**config.mk**
```make
export PLATFORM = sky130hd
export DESIGN_NAME = lcd_menu_writer_flat
export DESIGN_NICKNAME = d
export VERILOG_FILES = /design/src/rtl/lcd_menu_writer_if.sv /design/src/rtl/lcd_menu_writer.sv /design/src/flat_wrapper.sv
export SDC_FILE = /design/constraint.sdc
export NUM_CORES = 1
export LEC_CHECK = 0
export ABC_AREA = 1
export CAP_MARGIN = 10
export CORE_UTILIZATION = 25
export CTS_CLUSTER_SIZE = 10
export DETAILED_ROUTE_END_ITERATION = 12
export RECOVER_POWER = 100
export SETUP_SLACK_MARGIN = 0.2
export SLEW_MARGIN = 10
export SYNTH_ARGS = -nofsm -noshare
export SYNTH_HDL_FRONTEND = slang
export SYNTH_SLANG_ARGS = --single-unit
```
**constraint.sdc**
```tcl
create_clock -name clk -period 4.2 [get_ports clk]
set_input_delay 1.26 -clock clk [delete_from_list [all_inputs] [get_ports clk]]
set_output_delay 1.26 -clock clk [all_outputs]
set_load 0.1 [all_outputs]
```
**src/rtl/lcd_menu_writer_if.sv**
```systemverilog
// Avalon-MM write bus between the menu writer and the LCD controller.
interface lcd_menu_writer_if;
    logic       address;
    logic       chipselect;
    logic       write;
    logic       read;
    logic       byteenable;
    logic [7:0] writedata;
    logic       waitrequest;

    modport master (
        output address, chipselect, write, read, byteenable, writedata,
        input  waitrequest
    );

    modport slave (
        input  address, chipselect, write, read, byteenable, writedata,
        output waitrequest
    );
endinterface

```
**src/rtl/lcd_menu_writer.sv**
```systemverilog
// Menu writer: tracks a menu index from two buttons and redraws the selected
// entry on an Avalon-MM character LCD (clear, line 0, optional line 1).
module lcd_menu_writer #(
    parameter int N_ITEMS  = 4,
    parameter int LINE_LEN = 16,
    parameter int N_LINES  = 1,
    parameter int WRAP     = 1,
    localparam int TA_W    = $clog2(N_ITEMS * N_LINES * LINE_LEN),
    localparam int IW      = $clog2(N_ITEMS)
) (
    input  logic              clk,
    input  logic              reset_n,
    input  logic              button_left,
    input  logic              button_right,
    output logic [TA_W-1:0]   text_addr,
    input  logic [7:0]        text_data,
    lcd_menu_writer_if.master av,
    output logic [IW-1:0]     menu_choice,
    output logic              busy,
    output logic              done
);
    localparam int CW = (LINE_LEN > 1) ? $clog2(LINE_LEN) : 1;

    localparam logic [7:0] CMD_CLEAR = 8'h01;
    localparam logic [7:0] CMD_LINE1 = 8'hC0;

    typedef enum logic [2:0] {
        S_IDLE,
        S_CMD,
        S_FETCH,
        S_WAIT_ROM,
        S_WRITE,
        S_DONE
    } state_t;

    state_t          state_q, state_d;
    logic [7:0]      cmd_q, cmd_d;
    logic [7:0]      data_q, data_d;
    logic            line_q, line_d;
    logic [CW-1:0]   col_q, col_d;
    logic [TA_W-1:0] taddr_q, taddr_d;
    logic [IW-1:0]   menu_q, menu_d;
    logic            pend_q, pend_d;
    logic            left_q, right_q;

    logic rise_l, rise_r, accept, restart, wr_ok;

    // ROM address of one character of the currently selected entry
    function automatic logic [TA_W-1:0] char_addr(input logic [IW-1:0] mc,
                                                  input logic ln,
                                                  input logic [CW-1:0] col);
        return TA_W'(mc) * TA_W'(N_LINES * LINE_LEN)
             + TA_W'(ln) * TA_W'(LINE_LEN)
             + TA_W'(col);
    endfunction

    // Button edge detection and menu index update (wrap or saturate)
    always_comb begin
        rise_l = button_left  & ~left_q;
        rise_r = button_right & ~right_q;
        accept = rise_l ^ rise_r;
        menu_d = menu_q;
        if (rise_r && !rise_l) begin
            if (menu_q == IW'(N_ITEMS - 1))
                menu_d = (WRAP != 0) ? '0 : menu_q;
            else
                menu_d = menu_q + IW'(1);
        end else if (rise_l && !rise_r) begin
            if (menu_q == '0)
                menu_d = (WRAP != 0) ? IW'(N_ITEMS - 1) : menu_q;
            else
                menu_d = menu_q - IW'(1);
        end
    end

    // Refresh sequencer: next state, character counters and write contents
    always_comb begin
        state_d = state_q;
        cmd_d   = cmd_q;
        data_d  = data_q;
        line_d  = line_q;
        col_d   = col_q;
        taddr_d = taddr_q;
        restart = 1'b0;
        wr_ok   = !av.waitrequest;
        case (state_q)
            S_IDLE: begin
                if (pend_q) restart = 1'b1;
            end
            S_CMD: begin
                if (wr_ok) begin
                    if (pend_q) begin
                        restart = 1'b1;
                    end else begin
                        state_d = S_FETCH;
                        taddr_d = char_addr(menu_q, line_q, col_q);
                    end
                end
            end
            S_FETCH: begin
                if (pend_q) restart = 1'b1;
                else        state_d = S_WAIT_ROM;
            end
            S_WAIT_ROM: begin
                if (pend_q) begin
                    restart = 1'b1;
                end else begin
                    data_d  = text_data;
                    state_d = S_WRITE;
                end
            end
            S_WRITE: begin
                if (wr_ok) begin
                    if (pend_q) begin
                        restart = 1'b1;
                    end else if (col_q != CW'(LINE_LEN - 1)) begin
                        col_d   = col_q + CW'(1);
                        taddr_d = char_addr(menu_q, line_q, col_q + CW'(1));
                        state_d = S_FETCH;
                    end else if ((N_LINES == 2) && !line_q) begin
                        cmd_d   = CMD_LINE1;
                        line_d  = 1'b1;
                        col_d   = '0;
                        state_d = S_CMD;
                    end else begin
                        state_d = S_DONE;
                    end
                end
            end
            S_DONE: begin
                state_d = S_IDLE;
            end
            default: begin
                state_d = S_IDLE;
            end
        endcase

        // Every (re)start begins with a display clear from column 0 of line 0;
        // characters are fetched only after this, so pending can be consumed here.
        if (restart) begin
            state_d = S_CMD;
            cmd_d   = CMD_CLEAR;
            line_d  = 1'b0;
            col_d   = '0;
        end

        if (restart)     pend_d = 1'b0;
        else if (accept) pend_d = 1'b1;
        else             pend_d = pend_q;
    end

    // Control state; pending starts set so reset release redraws entry 0
    always_ff @(posedge clk or negedge reset_n) begin
        if (!reset_n) begin
            state_q <= S_IDLE;
            cmd_q   <= CMD_CLEAR;
            line_q  <= 1'b0;
            col_q   <= '0;
            taddr_q <= '0;
            menu_q  <= '0;
            pend_q  <= 1'b1;
            left_q  <= 1'b0;
            right_q <= 1'b0;
        end else begin
            state_q <= state_d;
            cmd_q   <= cmd_d;
            line_q  <= line_d;
            col_q   <= col_d;
            taddr_q <= taddr_d;
            menu_q  <= menu_d;
            pend_q  <= pend_d;
            left_q  <= button_left;
            right_q <= button_right;
        end
    end

    // Character holding register; only observed while in WRITE
    always_ff @(posedge clk) begin
        data_q <= data_d;
    end

    // Bus strobes decode straight from state so reset drops write at once
    assign av.write      = (state_q == S_CMD) || (state_q == S_WRITE);
    assign av.chipselect = av.write;
    assign av.address    = (state_q == S_WRITE);
    assign av.writedata  = (state_q == S_CMD)   ? cmd_q  :
                           (state_q == S_WRITE) ? data_q : 8'h00;
    assign av.read       = 1'b0;
    assign av.byteenable = 1'b1;

    assign text_addr   = taddr_q;
    assign menu_choice = menu_q;
    assign busy        = (state_q != S_IDLE);
    assign done        = (state_q == S_DONE);
endmodule

```
**src/flat_wrapper.sv**
```systemverilog
// flat-port wrapper written by rule: the top's interface ports become plain ports
module lcd_menu_writer_flat 
#(
    parameter int N_ITEMS  = 4,
    parameter int LINE_LEN = 16,
    parameter int N_LINES  = 1,
    parameter int WRAP     = 1,
    localparam int TA_W    = $clog2(N_ITEMS * N_LINES * LINE_LEN),
    localparam int IW      = $clog2(N_ITEMS)
)
  (clk, reset_n, button_left, button_right, text_addr, text_data, menu_choice, busy, done, av_address, av_chipselect, av_write, av_read, av_byteenable, av_writedata, av_waitrequest);
  lcd_menu_writer_if av_i ();
  input  logic clk;
  input  logic reset_n;
  input  logic button_left;
  input  logic button_right;
  output logic [TA_W-1:0] text_addr;
  input  logic [7:0] text_data;
  output logic [IW-1:0] menu_choice;
  output logic busy;
  output logic done;
  output wire logic [$bits(av_i.address)-1:0] av_address;
  output wire logic [$bits(av_i.chipselect)-1:0] av_chipselect;
  output wire logic [$bits(av_i.write)-1:0] av_write;
  output wire logic [$bits(av_i.read)-1:0] av_read;
  output wire logic [$bits(av_i.byteenable)-1:0] av_byteenable;
  output wire logic [$bits(av_i.writedata)-1:0] av_writedata;
  input wire logic [$bits(av_i.waitrequest)-1:0] av_waitrequest;
  assign av_address = av_i.address;
  assign av_chipselect = av_i.chipselect;
  assign av_write = av_i.write;
  assign av_read = av_i.read;
  assign av_byteenable = av_i.byteenable;
  assign av_writedata = av_i.writedata;
  assign av_i.waitrequest = av_waitrequest;
  lcd_menu_writer #(.N_ITEMS(N_ITEMS), .LINE_LEN(LINE_LEN), .N_LINES(N_LINES), .WRAP(WRAP)) u_core (.clk(clk), .reset_n(reset_n), .button_left(button_left), .button_right(button_right), .text_addr(text_addr), .text_data(text_data), .av(av_i), .menu_choice(menu_choice), .busy(busy), .done(done));
endmodule
```
# == Yosys cells after proc, flatten, opt, wreduce, memory -nomap -nowiden ==
# Index checks and enable logic that the tools add are counted.
# classes
mux,31
n_shift,0
magnitude_cmp,0
div_mod_pow,0
eq_ne,21
multipliers,0
n_addsub,5
n_bitwise,6
reduce_logical,19
# op_table
cell,count
6-bit two-way mux,5
3-bit two-way mux,8
4-bit two-way mux,5
8-bit two-way mux,2
3-bit one-hot mux with 5 select lines,1
6-bit by 4-bit adder with 6-bit output,2
3-bit != test (second input constant),4
6-bit one-hot mux with 2 select lines,1
2-bit != test (second input constant),5
2-bit nonzero test,5
2-bit two-way mux,4
7-bit AND reduction,1
3-bit by 2-bit equality test with 1-bit output (second input constant),2
3-bit equality test (second input constant),2
2-bit by 1-bit != test with 1-bit output (second input constant),3
3-bit by 2-bit != test with 1-bit output (second input constant),2
6-bit AND reduction,1
4-bit by 1-bit adder with 4-bit output (second input constant),1
1-bit two-way mux,4
4-bit != test (second input constant),1
4-bit AND reduction,1
3-bit by 1-bit equality test with 1-bit output (second input constant),1
3-bit zero test,1
1-bit inverter,3
14 further kinds,17
# word_totals
mem_count,0
inputBits,13
mem_bits_rw,0
romBits,0
out_inout_bits,23
ff_bits,26
latch_bits,0
wordCells,90

# == Longest topological paths before layout ==
# Gate-level depths: netlist of the first run.
# depth
ltp_word,6
mapped_depth,8
mapped_depth_nobuf,8

# == Worst setup path after synthesis of the first run ==
# Ideal clock, no wire load.
# synth_path
kind,reg-to-output
from,register u_core.state_q[0]
to,output av_writedata[1]
required_time_ns,2.940
arrival_time_ns,2.120
stages_incl_launch_ff,5
path_buffers,1
setup_slack_ns,0.820
path_cell_list,dfrtp_1 -> nor2_4 -> nand2_8 -> buf_4 -> nor2_1
# synth_via
elab_chain_cells,3
# synth_lines
element,line_no,source
start: declaration,lcd_menu_writer.sv:36,"state_t state_q, state_d;"
start signal: assignment,lcd_menu_writer.sv:165,state_q <= state_d;
3-bit equality test,lcd_menu_writer.sv:187,(state_q == S_WRITE) ? data_q : 8'h00;
8-bit two-way mux,lcd_menu_writer.sv:187,
8-bit two-way mux (*),lcd_menu_writer.sv:186,assign av.writedata = (state_q == S_CMD) ? cmd_q :
end: declaration,flat_wrapper.sv:27,output wire logic [$bits(av_i.writedata)-1:0] av_writedata;
# Every way passes the cells marked *; elsewhere a longest branch is shown, timed or not.

# == Worst setup path in the final report of the first run ==
# layout_path
from,register u_core.state_q[0]
to,output av_writedata[0]
# The elaborated chain is that of the path after synthesis.

==> flow_metrics.py, run 1 <==
metrics = {
    "timing": {
        "final.hold.worst_slack_ps": 486,
        "timing.final.crit_share_pct": 82.1,
        "setup_slack_ps": 754,
        "grt_setup_unrepaired": "false",
        "finalMaxSlewViolations": 0,
        "timing_worst_slew_pin_value_ps": 1190,
        "minimum_clock_period_after_layout_ps": 3450,
        "hold_viol": 0,
        "finalSetupViolCount": 0,
        "fin_setup_tns_ps": 0,
        "fmax_ghz": 0.290,
        "max_slew_margin_pct": 21.1,
        "final.setup_skew_ps": 3.27,
    },
    "routing": {
        "dr_total_vias": 1072,
        "drt_first_iter_violations": 36,
        "detail-route-antenna-nets": 0,
        "detailedRoute.firstPassIterationCount": 4,
        "total_length_of_routed_wires_um": 2780,
        "drc_violations_left": 0,
        "post_dr_wirelength_cell_um": 10.8,
        "vias_per_cell": 4.17,
    },
    "clocking": {
        "cts_buffers": 3,
        "cts.reportedPaths.clkPinSlew_ps": 90,
        "numClockSinks": 26,
        "clock_root_buffer": "clkbuf_8",
        "tritoncts": "built",
        "clock_insertion_delay_worst_skew_ps": 260,
        "hold_buffers": 0,
        "post_cts_setup_buffers": 0,
        "post_cts_resized": 0,
        "cts_max_level": 1,
        "clk_path_buf_depth": 2,
    },
    "run_status": {
        "run_status": "finished, final reports clean",
    },
    "critical_path": {
        "worst-endpoint-arrival_ps": 2190,
        "worstRegToRegCells": 3,
        "worstSetupStartpointType": "register",
        "cp_cell_sequence": "nor2_4 > nand2_8 > inv_4 > nand2_1 > nand2_1 > clkbuf_1",
        "rrSetupSlack_ps": 2500,
        "worstPathMaxFanout": 15,
        "crit_path_largest_cell_delay_ps": 880,
        "startpoint": "u_core.state_q[0]",
        "timing.critical_path.to_type": "output port",
        "critical-path-top-cell-by-count": "nand2_1",
        "cell_with_the_biggest_individual_delay_on_the_critical_path": "clkbuf_1",
        "cp_endpoint": "av_writedata[0]",
        "critical_path_class": "reg -> out",
        "worstPathRequired_ps": 2940,
        "r2r_start": "u_core.state_q[2]",
        "timing.rr.end": "u_core.data_q[2]",
    },
    "final_layout": {
        "net_count_final": 205,
        "syn2layout_area_growth_pct": 22.6,
        "layout_commonest_cell": "nand2_1",
        "fin_util_pct": 32.8,
        "layout-drive-gt1-share_pct": 9.63,
        "layout.cells.most_common_list": "45 x nand2_1, 20 x dlygate4sd3_1, 19 x inv_1, 17 x dfrtp_1, 14 x nor2_1",
        "num_antenna_cells": 0,
    },
    "grt": {
        "grt_start_max_net_pins": 19,
        "globalRouteTotalUtil_pct": 9.88,
        "grt_first_pass_wirelength_um": 4640,
        "grt-ovfl-total": 0,
        "grt_pass1_vias": 1023,
        "grt_antenna_before_repair": 0,
    },
    "synthesis": {
        "netlist_area_mm2": 0.00141,
        "synthesis.instances": 156,
        "dominantRegCellSynth": "dfrtp_1",
        "synth_largest_area_cell": "dfrtp_1",
        "yosysWarnings": 0,
        "synth.lib_cells_used.distinct": 29,
        "syn_avg_cell_area_um2": 9.05,
        "synth_fp_nets": 173,
        "synth.area.top_cells": "dfrtp_1 30%, edfxtp_1 17%, nand2_1 12%",
        "synth_edf_count": 8,
        "synth.yosys.seq_area_share_pct": 49.0,
        "synth.ff_latch_count": 26,
        "synth.top_cell.area_share_pct": 30.1,
        "postSynth.asyncResetShare_pct": 69.2,
    },
    "place": {
        "dp.final_hpwl_um": 2070,
        "gp_congestion": 0.754,
        "portBuffers": 33,
        "dp_slack_ps": 1420,
    },
    "flow_run": {
        "number_of_max_capacitance_violations_reported": 0,
    },
    "floorplanning": {
        "die_width_um": 77.1,
        "die_area_mm2": 0.00595,
        "initial_core_util_pct": 26.8,
        "io-pin-count": 36,
        "core_area_mm2": 0.00527,
        "fp.dieH_um": 77.1,
        "num_rows": 26,
    },
    "pwr": {
        "power.density_mw_per_mm2": 701,
        "power.leakage_nw": 0.843,
        "worst_ir_drop_vdd_mv": 0.263,
    },
    "hold_path": {
        "holdCritPathClass": "reg -> reg",
    },
}
metal layers:
layer,vias up,wire length [um],GRT usage (%)
met5,-,0,0
met4,0,9,1.70
met3,2,130,2.50
met2,35,1350,17.3
met1,487,1290,12.3
li1,548,-,-
worst max-delay path, delay by kind of cell (launching register included):
family                 cells  cell delay [ps]
buffers and inverters      2             1010
AND/OR/NAND/NOR            4              440
flip-flops                 1              470
logic make-up after synthesis:
| logic type | after synthesis | synth area share, % |
|---|---|---|
| other cells | 2 | 0.532 |
| compound gates | 12 | 6.47 |
| xor+xnor | 4 | 2.48 |
| flops | 26 | 49.0 |
| fa+ha+maj | 4 | 3.55 |
| buf+inv | 26 | 8.69 |
| simple gates | 82 | 29.3 |
final cells by class:
class                           count  area [um2]
Inverter                           20        77.6
Sequential cell                    26         692
Tap cell                           70        87.6
Fill cell                         559        3540
Multi-Input combinational cell    104         569
Clock buffer                        4        55.1
Timing Repair Buffer               33         249
cell usage after synthesis, types with 2 or more instances:
cell and number:
a21oi_2 4, buf_4 6, conb_1 2, dfrtp_1 17
edfxtp_1 8, ha_1 4, inv_1 17, inv_2 2
nand2_1 44, nand2_4 3, nand3_1 11, nor2_1 12
nor2_2 4, nor2_4 2, o21ai_1 3, xor2_1 4
through the flow:
stage | instances | cell area, um2 | power [mW]
final | 257 | 1730 | 1.21
after detailed placement | 253 | 1750 | 1.12
after floorplan | 156 | 1410 | 0.991
after global placement | 253 | 1750 | 1.12
after CTS | 257 | 1810 | 1.29
after global routing | 257 | 1730 | 1.28
power by group:
group,leakage (nW),switching (mW),internal [mW]
clock,0.0288,0.0754,0.0837
combinational,0.509,0.578,0.126
sequential,0.305,0.0399,0.311
total,0.843,0.693,0.521
worst min path at each step:
stage / cells after the start / slack [ps] / startpoint / end
2_1_floorplan: 2 / 500 / u_core.menu_choice[1] / u_core.menu_choice[1]
3_3_place_gp: 2 / 470 / u_core.text_addr[2] / u_core.text_addr[2]
3_5_place_dp: 2 / 470 / u_core.text_addr[1] / u_core.text_addr[1]
4_1_cts: 2 / 500 / u_core.text_addr[1] / u_core.text_addr[1]
5_1_grt: 2 / 520 / u_core.text_addr[5] / u_core.text_addr[5]
6_report: 2 / 490 / u_core.text_addr[0] / u_core.text_addr[0]
flip-flops by register name (all words and copies together), names as in the netlist:
name and flops:
u_core.pend_q 1, u_core.col_q 4, u_core.left_q 1, u_core.data_q 8, u_core.right_q 1, u_core.state_q 3
u_core.menu_choice 2, u_core.text_addr 6
No activity file was read; power rests on OpenSTA's default activity.
==> run 2, diff against run 1 <==
clock period = 3.1 ns   (was 4.2 ns; I/O delays follow)
==> flow_metrics.py, run 2 (synthesis results as in run 1) <==
metrics = {
    "floorplanning": {
        "core_area_mm2": 0.00527,
        "die_width_um": 77.1,
        "io-pin-count": 36,
        "fp.dieH_um": 77.1,
        "initial_core_util_pct": 26.8,
        "num_rows": 26,
        "die_area_mm2": 0.00595,
    },
    "grt": {
        "grt_start_max_net_pins": 19,
        "grt-ovfl-total": 0,
        "grt_first_pass_wirelength_um": 4370,
        "grt_pass1_vias": 968,
        "grt_antenna_before_repair": 0,
        "globalRouteTotalUtil_pct": 9.54,
    },
    "critical_path": {
        "worstSetupStartpointType": "register",
        "timing.critical_path.max_delay_family": "buffers and inverters",
        "crit_path_largest_cell_delay_ps": 470,
        "worstPathRequired_ps": 2170,
        "cell_with_the_biggest_individual_delay_on_the_critical_path": "dfrtp_1",
        "worstPathMaxFanout": 15,
        "timing.critical_path.to_type": "output port",
        "critical-path-top-cell-by-count": "nand2_1",
        "cp_cell_sequence": "nor2_4 > nand2_8 > inv_4 > nand2_1 > nand2_1 > clkbuf_2",
        "critical_path_class": "reg -> out",
        "worst-endpoint-arrival_ps": 1770,
        "worst_path_bufs_invs": 2,
    },
    "final_layout": {
        "syn2layout_area_growth_pct": 19.5,
        "layout_commonest_cell": "nand2_1",
        "number_of_fillers_in_the_final_layout": 581,
        "layout.cells.most_common_list": "45 x nand2_1, 19 x inv_1, 17 x dfrtp_1, 14 x nor2_1, 13 x clkbuf_2",
        "num_antenna_cells": 0,
        "largest_reg_flops": 8,
        "net_count_final": 205,
        "layout-drive-gt1-share_pct": 16.0,
        "design_area_mm2": 0.00169,
        "cell_count_final_fillers_out": 257,
        "largest_register": "u_core.data_q",
    },
    "timing": {
        "setup_slack_ps": 403,
        "grt_setup_unrepaired": "false",
        "timing_worst_slew_pin_value_ps": 1180,
        "fin_setup_tns_ps": 0,
        "max_slew_margin_pct": 21.5,
        "fmax_ghz": 0.371,
        "finalMaxSlewViolations": 0,
        "final.setup_skew_ps": 6.50,
        "timing.final.crit_share_pct": 87.0,
        "finalSetupViolCount": 0,
        "hold_viol": 0,
        "minimum_clock_period_after_layout_ps": 2700,
        "final.hold.worst_slack_ps": 489,
    },
    "clocking": {
        "clock_root_buffer": "clkbuf_8",
        "tritoncts": "built",
        "post_cts_resized": 0,
        "clk_path_buf_depth": 2,
        "clock_insertion_delay_worst_skew_ps": 270,
        "cts_max_level": 1,
        "cts.reportedPaths.clkPinSlew_ps": 90,
        "hold_buffers": 0,
        "numClockSinks": 26,
        "post_cts_setup_buffers": 0,
        "cts_buffers": 3,
    },
    "routing": {
        "dr_total_vias": 1056,
        "drt_first_iter_violations": 48,
        "vias_per_cell": 4.11,
        "total_length_of_routed_wires_um": 2590,
        "detailedRoute.firstPassIterationCount": 4,
        "detail-route-antenna-nets": 0,
        "drc_violations_left": 0,
        "post_dr_wirelength_cell_um": 10.1,
    },
    "hold_path": {
        "holdCritPathClass": "reg -> reg",
    },
    "place": {
        "gp_congestion": 0.762,
        "postPlaceCellArea_mm2": 0.00173,
        "dp_slack_ps": 845,
        "portBuffers": 33,
        "dp.final_hpwl_um": 1990,
        "place.detailed.instances": 253,
    },
    "pwr": {
        "power.density_mw_per_mm2": 950,
        "worst_ir_drop_vdd_mv": 0.498,
        "power.leakage_nw": 0.843,
    },
    "run_status": {
        "run_status": "finished, final reports clean",
    },
    "flow_run": {
        "number_of_max_capacitance_violations_reported": 0,
    },
}
-- run 2: changes by cell type in the layout (fill, tap and decap cells not counted), sizes merged --
cell         delta
dlygate4sd3     -8
clkbuf          +8
-- run 2: layer usage --
layer  share of wire (%)  track usage [%]
met3                 5.6             3.10
met2                  45             15.0
met5                   0                0
met1                  47             11.7
met4                 1.9             4.53
-- run 2: cell type report --
type                    instances  area, um2  share of cell area [%]
multi-input cells             104        569                    33.8
well taps                      70       87.6                    5.19
clock buffers                   4       45.0                    2.67
flip-flops and latches         26        692                    41.0
inverters                      20       77.6                    4.60
repair buffers                 33        215                    12.8
-- run 2: per-stage QoR --
stage / util (%) / power (mW)
floorplan: - / 1.34
global placement: 32.9 / 1.51
detailed placement: 32.9 / 1.51
CTS: 33.7 / 1.70
global route: 32.0 / 1.70
finish: 32.0 / 1.60
-- run 2: tightest hold or removal path: stages (launching register included) --
cell and delay (ps):
dfrtp_1 350, nand2_1 50, nand2_1 60
-- run 2: worst paths after layout --
path                                     start                   to  slack (ps)  depth (start not counted)
setup / recovery             u_core.state_q[0]      av_writedata[0]         400                          6
hold / removal             u_core.text_addr[1]  u_core.text_addr[1]         490                          2
setup reg to reg             u_core.state_q[2]     u_core.data_q[3]        1430                          3
hold reg to reg            u_core.text_addr[1]  u_core.text_addr[1]         490                          2
max in group asynchronous              reset_n      u_core.col_q[0]        1420                          1
min in group asynchronous              reset_n      u_core.col_q[2]        1180                          1
-- run 2: report_power, final --
group          internal, mW  switching, mW  leakage [nW]
combinational         0.157          0.770         0.515
sequential            0.421         0.0584         0.305
clock                0.0921          0.104        0.0228
total                 0.670          0.933         0.843
